## src/rtl/tile_line_fetcher_pkg.sv

```systemverilog
// Shared types and constants for the tile line fetcher: FSM states,
// character-entry field positions, tile geometry and the words-per-row helper.
package tile_fetch_pkg;

  typedef enum logic [1:0] {
    IDLE = 2'd0,
    CHAR = 2'd1,
    PAT  = 2'd2,
    PUSH = 2'd3
  } fetch_state_t;

  localparam int TILE_W = 8;
  localparam int TILE_H = 8;

  localparam int ENT_ID_LSB   = 0;
  localparam int ENT_ID_W     = 9;
  localparam int ENT_PAL_LSB  = 9;
  localparam int ENT_PAL_W    = 4;
  localparam int ENT_FLIP_BIT = 13;

  // 1bpp still costs one full word per row; only its low byte is used.
  function automatic int wpr(input int bpp);
    return (bpp < 2) ? 1 : bpp / 2;
  endfunction

endpackage

```

## src/rtl/tile_line_fetcher_if.sv

```systemverilog
// Handshake and SRAM bus bundle of the tile line fetcher; master is the fetcher side.
interface tile_line_fetcher_if;
  logic        line_start;
  logic [9:0]  line_y;
  logic        busy;
  logic        line_done;
  logic [7:0]  px_data;
  logic        px_valid;
  logic        px_ready;
  logic [17:0] ram_addr;
  logic [15:0] ram_din;
  logic        ram_ce;
  logic        ram_oe;
  logic        ram_we;
  logic        ram_lb;
  logic        ram_hb;

  modport master (
    input  line_start, line_y, px_ready, ram_din,
    output busy, line_done, px_data, px_valid,
           ram_addr, ram_ce, ram_oe, ram_we, ram_lb, ram_hb
  );

  modport slave (
    output line_start, line_y, px_ready, ram_din,
    input  busy, line_done, px_data, px_valid,
           ram_addr, ram_ce, ram_oe, ram_we, ram_lb, ram_hb
  );
endinterface

```

## src/rtl/tile_line_fetcher_row_shifter.sv

```systemverilog
// tile_row_shifter: holds one tile row of pattern words and returns the
// palette index of pixel k, optionally mirrored.
module tile_row_shifter
  import tile_fetch_pkg::*;
#(
  parameter int BPP = 4
) (
  input  logic        clk,
  input  logic        reset,
  input  logic        i_load,
  input  logic [1:0]  i_word_sel,
  input  logic [15:0] i_word,
  input  logic        i_flip,
  input  logic [2:0]  i_k,
  output logic [3:0]  o_index
);
  localparam int ROW_BITS = TILE_W * BPP;
  localparam int WPR      = wpr(BPP);

  logic [ROW_BITS-1:0] r_row;
  logic [2:0]          w_pos;
  logic [4:0]          w_shamt;
  logic [ROW_BITS-1:0] w_shifted;

  generate
    if (BPP == 1) begin : g_byte
      // Row register load: the single word carries the row in its low byte.
      always_ff @(posedge clk or posedge reset) begin
        if (reset) begin
          r_row <= '0;
        end else if (i_load && (i_word_sel == 2'd0)) begin
          r_row <= i_word[7:0];
        end
      end
    end else begin : g_words
      // Row register load: word 0 occupies the top bits so pixel 0 is the top field.
      always_ff @(posedge clk or posedge reset) begin
        if (reset) begin
          r_row <= '0;
        end else if (i_load) begin
          for (int w = 0; w < WPR; w++) begin
            if (i_word_sel == 2'(w)) begin
              r_row[ROW_BITS-1-16*w -: 16] <= i_word;
            end
          end
        end
      end
    end
  endgenerate

  assign w_pos     = i_flip ? (3'd7 - i_k) : i_k;
  assign w_shamt   = 5'(BPP * (TILE_W - 1 - int'(w_pos)));
  assign w_shifted = r_row >> w_shamt;
  assign o_index   = 4'(w_shifted[BPP-1:0]);

endmodule

```

## src/rtl/tile_line_fetcher.sv

```systemverilog
// Tile line fetcher: per line reads the character map, each tile's pattern row,
// and streams palette-tagged pixels. Optional mirroring via `HFLIP_EN.
module tile_line_fetcher
  import tile_fetch_pkg::*;
#(
  parameter int          TILES_PER_LINE = 40,
  parameter int          MAP_W          = 64,
  parameter logic [17:0] MAP_BASE       = 18'h00000,
  parameter logic [17:0] TILE_BASE      = 18'h10000,
  parameter int          BPP            = 4
) (
  input logic                 clk,
  input logic                 reset,
  tile_line_fetcher_if.master bus
);
  localparam int         WPR       = wpr(BPP);
  localparam logic [7:0] LAST_TILE = 8'(TILES_PER_LINE - 1);
  localparam logic [1:0] LAST_WORD = 2'(WPR - 1);

  fetch_state_t r_state;
  logic [9:0]   r_line_y;
  logic [7:0]   r_tile_n;
  logic [3:0]   r_pal;
  logic         r_flip;
  logic [1:0]   r_word;
  logic [2:0]   r_pix;
  logic [17:0]  r_pat_base;
  logic [17:0]  r_addr;
  logic         r_busy;
  logic         r_done;
  logic         r_valid;
  logic         r_ce;

  logic         w_accept;
  logic         w_ent_flip;
  logic [3:0]   w_index;
  logic [17:0]  w_pat_base;

  function automatic logic [17:0] map_addr(input logic [9:0] y, input logic [7:0] n);
    return MAP_BASE + 18'(y[9:3]) * 18'(MAP_W) + 18'(n);
  endfunction

  assign w_accept   = r_valid & bus.px_ready;
  assign w_pat_base = TILE_BASE
                    + 18'(bus.ram_din[ENT_ID_LSB +: ENT_ID_W]) * 18'(TILE_H * WPR)
                    + 18'(r_line_y[2:0]) * 18'(WPR);

`ifdef HFLIP_EN
  assign w_ent_flip = bus.ram_din[ENT_FLIP_BIT];
`else
  assign w_ent_flip = 1'b0;
`endif

  // Line sequencer: map entry, pattern words, then eight handshaked pixels per tile.
  always_ff @(posedge clk or posedge reset) begin
    if (reset) begin
      r_state    <= IDLE;
      r_line_y   <= 10'd0;
      r_tile_n   <= 8'd0;
      r_pal      <= 4'd0;
      r_flip     <= 1'b0;
      r_word     <= 2'd0;
      r_pix      <= 3'd0;
      r_pat_base <= 18'd0;
      r_addr     <= 18'd0;
      r_busy     <= 1'b0;
      r_done     <= 1'b0;
      r_valid    <= 1'b0;
      r_ce       <= 1'b0;
    end else begin
      r_done <= 1'b0;
      case (r_state)
        IDLE: begin
          if (bus.line_start) begin
            r_line_y <= bus.line_y;
            r_tile_n <= 8'd0;
            r_addr   <= map_addr(bus.line_y, 8'd0);
            r_ce     <= 1'b1;
            r_busy   <= 1'b1;
            r_state  <= CHAR;
          end
        end
        CHAR: begin
          r_pal      <= bus.ram_din[ENT_PAL_LSB +: ENT_PAL_W];
          r_flip     <= w_ent_flip;
          r_pat_base <= w_pat_base;
          r_addr     <= w_pat_base;
          r_word     <= 2'd0;
          r_state    <= PAT;
        end
        PAT: begin
          if (r_word == LAST_WORD) begin
            r_pix   <= 3'd0;
            r_valid <= 1'b1;
            r_state <= PUSH;
          end else begin
            r_word <= r_word + 2'd1;
            r_addr <= r_pat_base + 18'(r_word) + 18'd1;
          end
        end
        PUSH: begin
          if (w_accept) begin
            if (r_pix == 3'd7) begin
              r_valid <= 1'b0;
              if (r_tile_n < LAST_TILE) begin
                r_tile_n <= r_tile_n + 8'd1;
                r_addr   <= map_addr(r_line_y, r_tile_n + 8'd1);
                r_state  <= CHAR;
              end else begin
                r_ce    <= 1'b0;
                r_busy  <= 1'b0;
                r_done  <= 1'b1;
                r_addr  <= 18'd0;
                r_state <= IDLE;
              end
            end else begin
              r_pix <= r_pix + 3'd1;
            end
          end
        end
        default: r_state <= IDLE;
      endcase
    end
  end

  tile_row_shifter #(.BPP(BPP)) u_row (
    .clk        (clk),
    .reset      (reset),
    .i_load     (r_state == PAT),
    .i_word_sel (r_word),
    .i_word     (bus.ram_din),
    .i_flip     (r_flip),
    .i_k        (r_pix),
    .o_index    (w_index)
  );

  assign bus.px_data   = r_valid ? {r_pal, w_index} : 8'h00;
  assign bus.px_valid  = r_valid;
  assign bus.busy      = r_busy;
  assign bus.line_done = r_done;
  assign bus.ram_addr  = r_addr;
  assign bus.ram_ce    = r_ce;
  assign bus.ram_oe    = r_ce;
  assign bus.ram_we    = 1'b0;
  assign bus.ram_lb    = 1'b1;
  assign bus.ram_hb    = 1'b1;

endmodule

```

## src/flat_wrapper.sv

```systemverilog
// flat-port wrapper written by rule: the top's interface ports become plain ports
module tile_line_fetcher_flat import tile_fetch_pkg::*;
#(
  parameter int          TILES_PER_LINE = 40,
  parameter int          MAP_W          = 64,
  parameter logic [17:0] MAP_BASE       = 18'h00000,
  parameter logic [17:0] TILE_BASE      = 18'h10000,
  parameter int          BPP            = 4
)
  (clk, reset, bus_line_start, bus_line_y, bus_px_ready, bus_ram_din, bus_busy, bus_line_done, bus_px_data, bus_px_valid, bus_ram_addr, bus_ram_ce, bus_ram_oe, bus_ram_we, bus_ram_lb, bus_ram_hb);
  tile_line_fetcher_if bus_i ();
  input logic clk;
  input logic reset;
  input wire logic [$bits(bus_i.line_start)-1:0] bus_line_start;
  input wire logic [$bits(bus_i.line_y)-1:0] bus_line_y;
  input wire logic [$bits(bus_i.px_ready)-1:0] bus_px_ready;
  input wire logic [$bits(bus_i.ram_din)-1:0] bus_ram_din;
  output wire logic [$bits(bus_i.busy)-1:0] bus_busy;
  output wire logic [$bits(bus_i.line_done)-1:0] bus_line_done;
  output wire logic [$bits(bus_i.px_data)-1:0] bus_px_data;
  output wire logic [$bits(bus_i.px_valid)-1:0] bus_px_valid;
  output wire logic [$bits(bus_i.ram_addr)-1:0] bus_ram_addr;
  output wire logic [$bits(bus_i.ram_ce)-1:0] bus_ram_ce;
  output wire logic [$bits(bus_i.ram_oe)-1:0] bus_ram_oe;
  output wire logic [$bits(bus_i.ram_we)-1:0] bus_ram_we;
  output wire logic [$bits(bus_i.ram_lb)-1:0] bus_ram_lb;
  output wire logic [$bits(bus_i.ram_hb)-1:0] bus_ram_hb;
  assign bus_i.line_start = bus_line_start;
  assign bus_i.line_y = bus_line_y;
  assign bus_i.px_ready = bus_px_ready;
  assign bus_i.ram_din = bus_ram_din;
  assign bus_busy = bus_i.busy;
  assign bus_line_done = bus_i.line_done;
  assign bus_px_data = bus_i.px_data;
  assign bus_px_valid = bus_i.px_valid;
  assign bus_ram_addr = bus_i.ram_addr;
  assign bus_ram_ce = bus_i.ram_ce;
  assign bus_ram_oe = bus_i.ram_oe;
  assign bus_ram_we = bus_i.ram_we;
  assign bus_ram_lb = bus_i.ram_lb;
  assign bus_ram_hb = bus_i.ram_hb;
  tile_line_fetcher #(.TILES_PER_LINE(TILES_PER_LINE), .MAP_W(MAP_W), .MAP_BASE(MAP_BASE), .TILE_BASE(TILE_BASE), .BPP(BPP)) u_core (.clk(clk), .reset(reset), .bus(bus_i));
endmodule
```

## config.mk

```make
export PLATFORM = sky130hd
export DESIGN_NAME = tile_line_fetcher_flat
export DESIGN_NICKNAME = d
export VERILOG_FILES = /design/src/rtl/tile_line_fetcher_pkg.sv /design/src/rtl/tile_line_fetcher_if.sv /design/src/rtl/tile_line_fetcher_row_shifter.sv /design/src/rtl/tile_line_fetcher.sv /design/src/flat_wrapper.sv
export SDC_FILE = /design/constraint.sdc
export NUM_CORES = 1
export LEC_CHECK = 0
export ABC_AREA = 1
export ABC_CLOCK_PERIOD_IN_PS = 3450
export CORE_UTILIZATION = 56
export DETAILED_ROUTE_END_ITERATION = 8
export GPL_TIMING_DRIVEN = 0
export PLACE_DENSITY = 0.88
export SLEW_MARGIN = 20
export SYNTH_ARGS = -nofsm -noshare
export SYNTH_HDL_FRONTEND = slang
export SYNTH_HIERARCHICAL = 1
export SYNTH_SLANG_ARGS = --single-unit
```

## constraint.sdc

```tcl
create_clock -name clk -period 3.45 [get_ports clk]
set_input_delay 0.69 -clock clk [delete_from_list [all_inputs] [get_ports clk]]
set_output_delay 0.69 -clock clk [all_outputs]
set_load 0.01 [all_outputs]
```

After elaboration in Yosys (flattened, before gate mapping)
Index checks and enable logic that the tools add are counted.

storage, ports and cells
  register bits = 100
  input port bits = 30
  logic and storage cells = 90
  output and inout bits = 34

cells by class
  equal/unequal tests = 13
  reductions and logical operators = 15
  shift operators = 1
  bitwise logic cells = 1
  order comparisons = 1
  $add $sub $neg = 9
  muxes and demuxes = 37

operator list
  operator                count
  $mux 18                 5
  $pmux 18 s4             1
  $mux 8                  5
  $shr 32x5->4            1
  $add 17x13->18 const A  1
  $add 18x1->18 const B   1
  $add 18x2->18           1
  $add 18x4->18           1
  $pmux 8 s2              1
  $reduce_and 4->1        4
  $add 13x8->14           1
  $mux 1                  12
  $mux 2                  5
  $reduce_and 5->1        2
  $mux 3                  3
  $add 8x1->8 const B     1
  $lt 8x6->1 const B      1
  $ne 2x1->1 const B      4
  $ne 2x2->1 const B      4
  $pmux 2 s4              1
  $reduce_and 2->1        4
  $pmux 3 s2              1
  $reduce_bool 2->1       3
  $eq 2x1->1 const B      2
  other kinds (9)         12

Logic depth before layout (Yosys ltp)
  depth in word-level cells = 6
  mapped depth = 17

Hierarchy
The synthesis kept the hierarchy.

modules (own cells, without submodules)
  module             times used  seq. area each (um^2)  cells an instance  area an instance (um^2)
  tile_line_fetcher  1           1,501.4                458                3,519.6
  tile_row_shifter   1           800.8                  233                1,766.7

Worst setup path after synthesis
No wires, ideal clock.

  path type = flip-flop to flip-flop
  start = reg u_core.r_tile_n[0]
  end = reg u_core.r_addr[10] (netlist: u_core/bus.ram_addr[10])
  required time = 3.333 ns
  clock period less this slack = 2.409 ns
  slack = 1.041 ns
  arrival = 2.293 ns
  stages on the path, launching flop included = 17
  path through = dfrtp_1 > ha_1 > nand2_1 > inv_1 > nand3_1 > nor2_1 > xor2_1 > inv_1 > ha_1 > fa_1 > nand2_1 > nor2_1 > or2_2 > nand3_1 > nand3_1 > nand2_1 > nand2_1

on the way
  word-level cells in the longest chain between the ends = 6
  elaborated cells on any way between the ends = 7
  classes of those cells = add/sub (2); order compare (1); mux (4)

RTL lines
  item                    line                      text
  start, declared         tile_line_fetcher.sv:22   logic [7:0] r_tile_n;
  start signal, assigned  tile_line_fetcher.sv:106  r_tile_n <= r_tile_n + 8'd1;
  $add 8x1->8             tile_line_fetcher.sv:107  r_addr <= map_addr(r_line_y, r_tile_n + 8'd1);
  $add 13x8->14           tile_line_fetcher.sv:40   return MAP_BASE + 18'(y[9:3]) * 18'(MAP_W) + 18'(n);
  $mux 18 *               tile_line_fetcher.sv:105  if (r_tile_n < LAST_TILE) begin
  $mux 18 *               tile_line_fetcher.sv:103  if (r_pix == 3'd7) begin
  $mux 18 *               tile_line_fetcher.sv:102  if (w_accept) begin
  $pmux 18 s4 *           tile_line_fetcher.sv:72   case (r_state)
  end signal, assigned    tile_line_fetcher.sv:77   r_addr <= map_addr(bus.line_y, 8'd0);
  end signal, assigned    tile_line_fetcher.sv:98   r_addr <= r_pat_base + 18'(r_word) + 18'd1;
  end signal, assigned    tile_line_fetcher.sv:107
  end, declared           tile_line_fetcher.sv:28   logic [17:0] r_addr;

Mark *: on every way between the ends. The rest lies on a longest branch, timed or not. The select of a mux whose other input is x is not followed.
A chain may end at the register's enable or synchronous reset.

Final worst setup path
  start = reg u_core.r_pix[1]
  end = out bus_px_data[3]

on the way
  word-level cells in the longest chain between the ends = 3

RTL lines
  item                    line                                 text
  start, declared         tile_line_fetcher.sv:26              logic [2:0] r_pix;
  start signal, assigned  tile_line_fetcher.sv:117             r_pix <= r_pix + 3'd1;
  $sub 3x3->3             tile_line_fetcher_row_shifter.sv:52  assign w_shamt = 5'(BPP * (TILE_W - 1 - int'(w_pos)));
  $shr 32x5->4            tile_line_fetcher_row_shifter.sv:53  assign w_shifted = r_row >> w_shamt;
  net u_core.w_index[3]   tile_line_fetcher.sv:36              logic [3:0] w_index;
  $mux 8                  tile_line_fetcher.sv:137             assign bus.px_data = r_valid ? {r_pal, w_index} : 8'h00;
  end, declared           flat_wrapper.sv:20                   output wire logic [$bits(bus_i.px_data)-1:0] bus_px_data;

The timed path passes the listed nets, and every way through them passes these cells.

==> impl_metrics.csv <==
group,metric,value,unit
outcome,status,"finished clean",
cts,insertion_delay,0.36,ns
logic_synthesis,synth.area.top_cells,"dfrtp_1, nand2_1, inv_1",
die,row_count,35,
setup_path,critPathCapture,"bus_px_data[3]",
die,initial_core_util,57.48,%
detailed_routing,drt_iter0_drc,290,
placement,hpwl,9786,um
sta,final.period_utilization,85.41,%
finish,synthToLayoutAreaGrowth,17.54,%
global_routing,grtUsageMet1,34.41,%
finish,drive_gt1_share,9.351,%
logic_synthesis,synth.most_common_cell,"nand2_1",
global_routing,grt.busiest_layer,"met2",
setup_path,critical_path.most_common_cell,"nand2_1",
sta,fmax,339.4,MHz
logic_synthesis,synth_largest_area_cell,"dfrtp_1",
detailed_routing,firstDrtPassIters,5,
job,cap_violations,0,
logic_synthesis,netlist.area_leader.share,43.55,%
setup_path,crit_fanout,8,
logic_synthesis,synth-edff-count,0,
logic_synthesis,ys_warn_count,6,
sta,skew,0.01194,ns
setup_path,rr_worst_depth,16,
cts,cts_max_level,3,
setup_path,cp.arrival,2.26,ns
setup_path,path_delay_family,"buffers and inverters",
logic_synthesis,synth_top_family_by_area,"simple AND/OR/NAND/NOR gates",
logic_synthesis,ys.flop_type,"dfrtp_1",
cts,clk_pin_slew,0.09,ns
sta,setup_viol,0,
placement,gp_congestion,0.9542,
die,ios,64,
logic_synthesis,synthTopCellsByCount,"nand2_1, inv_1, dfrtp_1",
power,power.total,0.005402,W
detailed_routing,drt_wl_total,12960,um
global_routing,grtUsageMet2,48.74,%
cts,cts_sinks,92,
logic_synthesis,yosys.area_share.xor_xnor,1.491,%
logic_synthesis,synth_fa_ha_area_share,3.598,%
setup_path,worstSetupStartpoint,"u_core/r_pix[1]$_DFFE_PP0P_",
die,dieArea,9833,um^2
cts,cts_root_buf,"clkbuf_8",
placement,io_buffers,57,
finish,final_core_util,67.56,%
logic_synthesis,ys_types,43,
global_routing,grt_start_max_net_pins,43,
sta,finalHoldViolCount,0,
sta,maxSlewViolCount,0,
setup_path,startpoint_type,"flip-flop",
cts,cts_buffers,9,
detailed_routing,vias,4746,
sta,layout_min_cycle_time,2.947,ns
global_routing,track_usage,27.69,%
setup_path,rr_startpoint,"u_core/r_tile_n[0]$_DFFE_PP0P_",
detailed_routing,vias_per_cell,5.387,
logic_synthesis,yosys.area_share.simple,27.55,%
global_routing,antenna_found_initial,0,
sta,worst_pin_slew,0.6744,ns
logic_synthesis,synth_area,5286,um^2
power,peakVddDrop,0.5486,mV
logic_synthesis,postSynthCellCount,691,
cts,clock_path_buffers,2,
detailed_routing,drc,0,
die,core_area,9196,um^2
setup_path,critical-path-slowest-cell,"clkdlybuf4s50_1",
logic_synthesis,async_flop_share,100.0,%
setup_path,rrSetupSlack,0.68,ns
global_routing,gr-usage-met3,3.443,%
power,power_per_cell_area,869.4,nW/um^2
logic_synthesis,synth_seq_cells,92,
global_routing,grt.overflow.total,0,
die,fp.dieW,99.16,um
setup_path,critPathBufInv,2,
setup_path,required,2.76,ns
logic_synthesis,synth-compound-area-share,10.63,%
global_routing,grt_pass1_vias,4734,
cts,postCtsSetupBuffers,0,
sta,max_slew_margin,54.98,%
global_routing,grt_pass1_wl,21430,um
cts,cts_tree,"built",
power,leakagePower,3.177,nW
setup_path,path_depth,8,
sta,fin_tns_setup,0,ns
finish,nets,809,
sta,rsz0062_at_grt,"false",
setup_path,crit_path_cell_trace,"xnor2_2, nand3_1, nand2_1, nand2_1, nand2_1, nand2_1, inv_1, clkdlybuf4s50_1",
cts,cts-resized-gates,0,
finish,n_antenna_cell,0,
logic_synthesis,yosysSeqAreaShare,43.55,%
detailed_routing,ant_nets,0,
setup_path,path_class,"reg -> out",
setup_path,end_kind,"output port",
detailed_routing,detail_route.wl_per_cell,14.71,um
min_path,hold_class,"reg -> reg",
setup_path,r2r_end,"u_core/bus.ram_addr[10]$_DFFE_PP0P_",
logic_synthesis,synthMuxAreaShare,1.491,%
die,die_h,99.16,um
setup_path,slowest_delay,0.52,ns
cts,hold_buffers,0,
logic_synthesis,syn_area_per_cell,7.650,um^2
routing by layer:
metal	vias to the layer above	share of wire (%)
met3	36	4.5
met4	0	2.8
met5	-	0
met2	167	50
li1	2323	-
met1	2220	42
layout by cell type (no fill, tap or decap), types with 5 or more instances in the layout:
master | Yosys | layout
o21ai_0 | 73 | 73
buf_4 | 11 | 11
inv_1 | 104 | 102
nand3b_1 | 6 | 6
nand4_1 | 6 | 6
nand2_1 | 201 | 201
ha_1 | 12 | 12
inv_2 | 4 | 5
nor2_1 | 22 | 22
a21oi_1 | 16 | 16
nand3_1 | 74 | 74
dfrtp_1 | 92 | 92
conb_1 | 2 | 7
clkbuf_8 | 1 | 10
mux2_2 | 7 | 7
clkdlybuf4s50_1 | 0 | 57
clkbuf_1 | 12 | 12
nand2_2 | 5 | 5
logic make-up after synthesis:
| group | count (synthesis) |
|---|---|
| and+or+nand+nor | 328 |
| buffers and inverters | 139 |
| AOI/OAI and AO/OA | 103 |
| DFF | 92 |
| adders and majority gates | 14 |
| muxes | 7 |
| xor gates and xnor gates | 6 |
| other | 2 |
state kept, by name (all words and copies together), names as in the netlist:
signal,count
u_core/r_tile_n,8
u_core/bus.line_done,1
u_core/r_state,2
u_core/r_pal,4
u_core/r_pix,3
u_core/r_word,2
u_core/bus.px_valid,1
u_core/u_row/r_row,32
u_core/r_line_y,10
u_core/bus.ram_ce,1
u_core/bus.ram_addr,15
u_core/r_pat_base,13
worst min-delay path by stage:
stage | start | end | slack [ns] | depth (start not counted)
CTS | u_core/bus.ram_addr[10]$_DFFE_PP0P_ | u_core/bus.ram_addr[10]$_DFFE_PP0P_ | 0.49 | 2
global route | u_core/bus.ram_addr[10]$_DFFE_PP0P_ | u_core/bus.ram_addr[10]$_DFFE_PP0P_ | 0.51 | 2
floorplan | u_core/r_pat_base[16]$_DFFE_PP0P_ | u_core/r_pat_base[16]$_DFFE_PP0P_ | 0.44 | 1
detailed placement | u_core/bus.ram_addr[5]$_DFFE_PP0P_ | u_core/bus.ram_addr[5]$_DFFE_PP0P_ | 0.46 | 2
global placement | u_core/bus.ram_addr[11]$_DFFE_PP0P_ | u_core/bus.ram_addr[11]$_DFFE_PP0P_ | 0.47 | 2
finish | u_core/bus.ram_addr[11]$_DFFE_PP0P_ | u_core/bus.ram_addr[11]$_DFFE_PP0P_ | 0.49 | 2
tightest hold or removal path, delay by kind of cell, from the launching register on:
kind	cells	cell delay [ns]
flip-flops	1	0.36
AND/OR/NAND/NOR	2	0.10
stage by stage:
step	setup WS [ns]	hold slack, ns	instance area, um^2	instances
after global placement	0.1612	0.4651	6015	864
after global routing	0.3428	0.5061	6213	881
after floorplan	1.041	0.4364	5305	696
final	0.5034	0.4865	6213	881
after detailed placement	0.7377	0.4641	6037	865
after CTS	0.5011	0.4912	6213	881
area by class of cell:
type / count / area (um^2)
Fill cell: 772 / 2983
Multi-Input combinational cell: 465 / 2392
Sequential cell: 92 / 2302
Timing Repair Buffer: 58 / 590.6
Inverter: 109 / 416.7
Buffer: 30 / 196.4
Tap cell: 111 / 138.9
Clock buffer: 9 / 123.9
Clock inverter: 7 / 52.55
report_power, final:
group	leakage (nW)	internal, W	total, W	switching, W
Combinational	1.95	0.00113	0.00285	0.00172
Clock	0.0779	0.000264	0.000659	0.000395
Sequential	1.15	0.00154	0.00190	0.000352
Total	3.18	0.00294	0.00540	0.00247
Power figures use the tool's default switching activity.
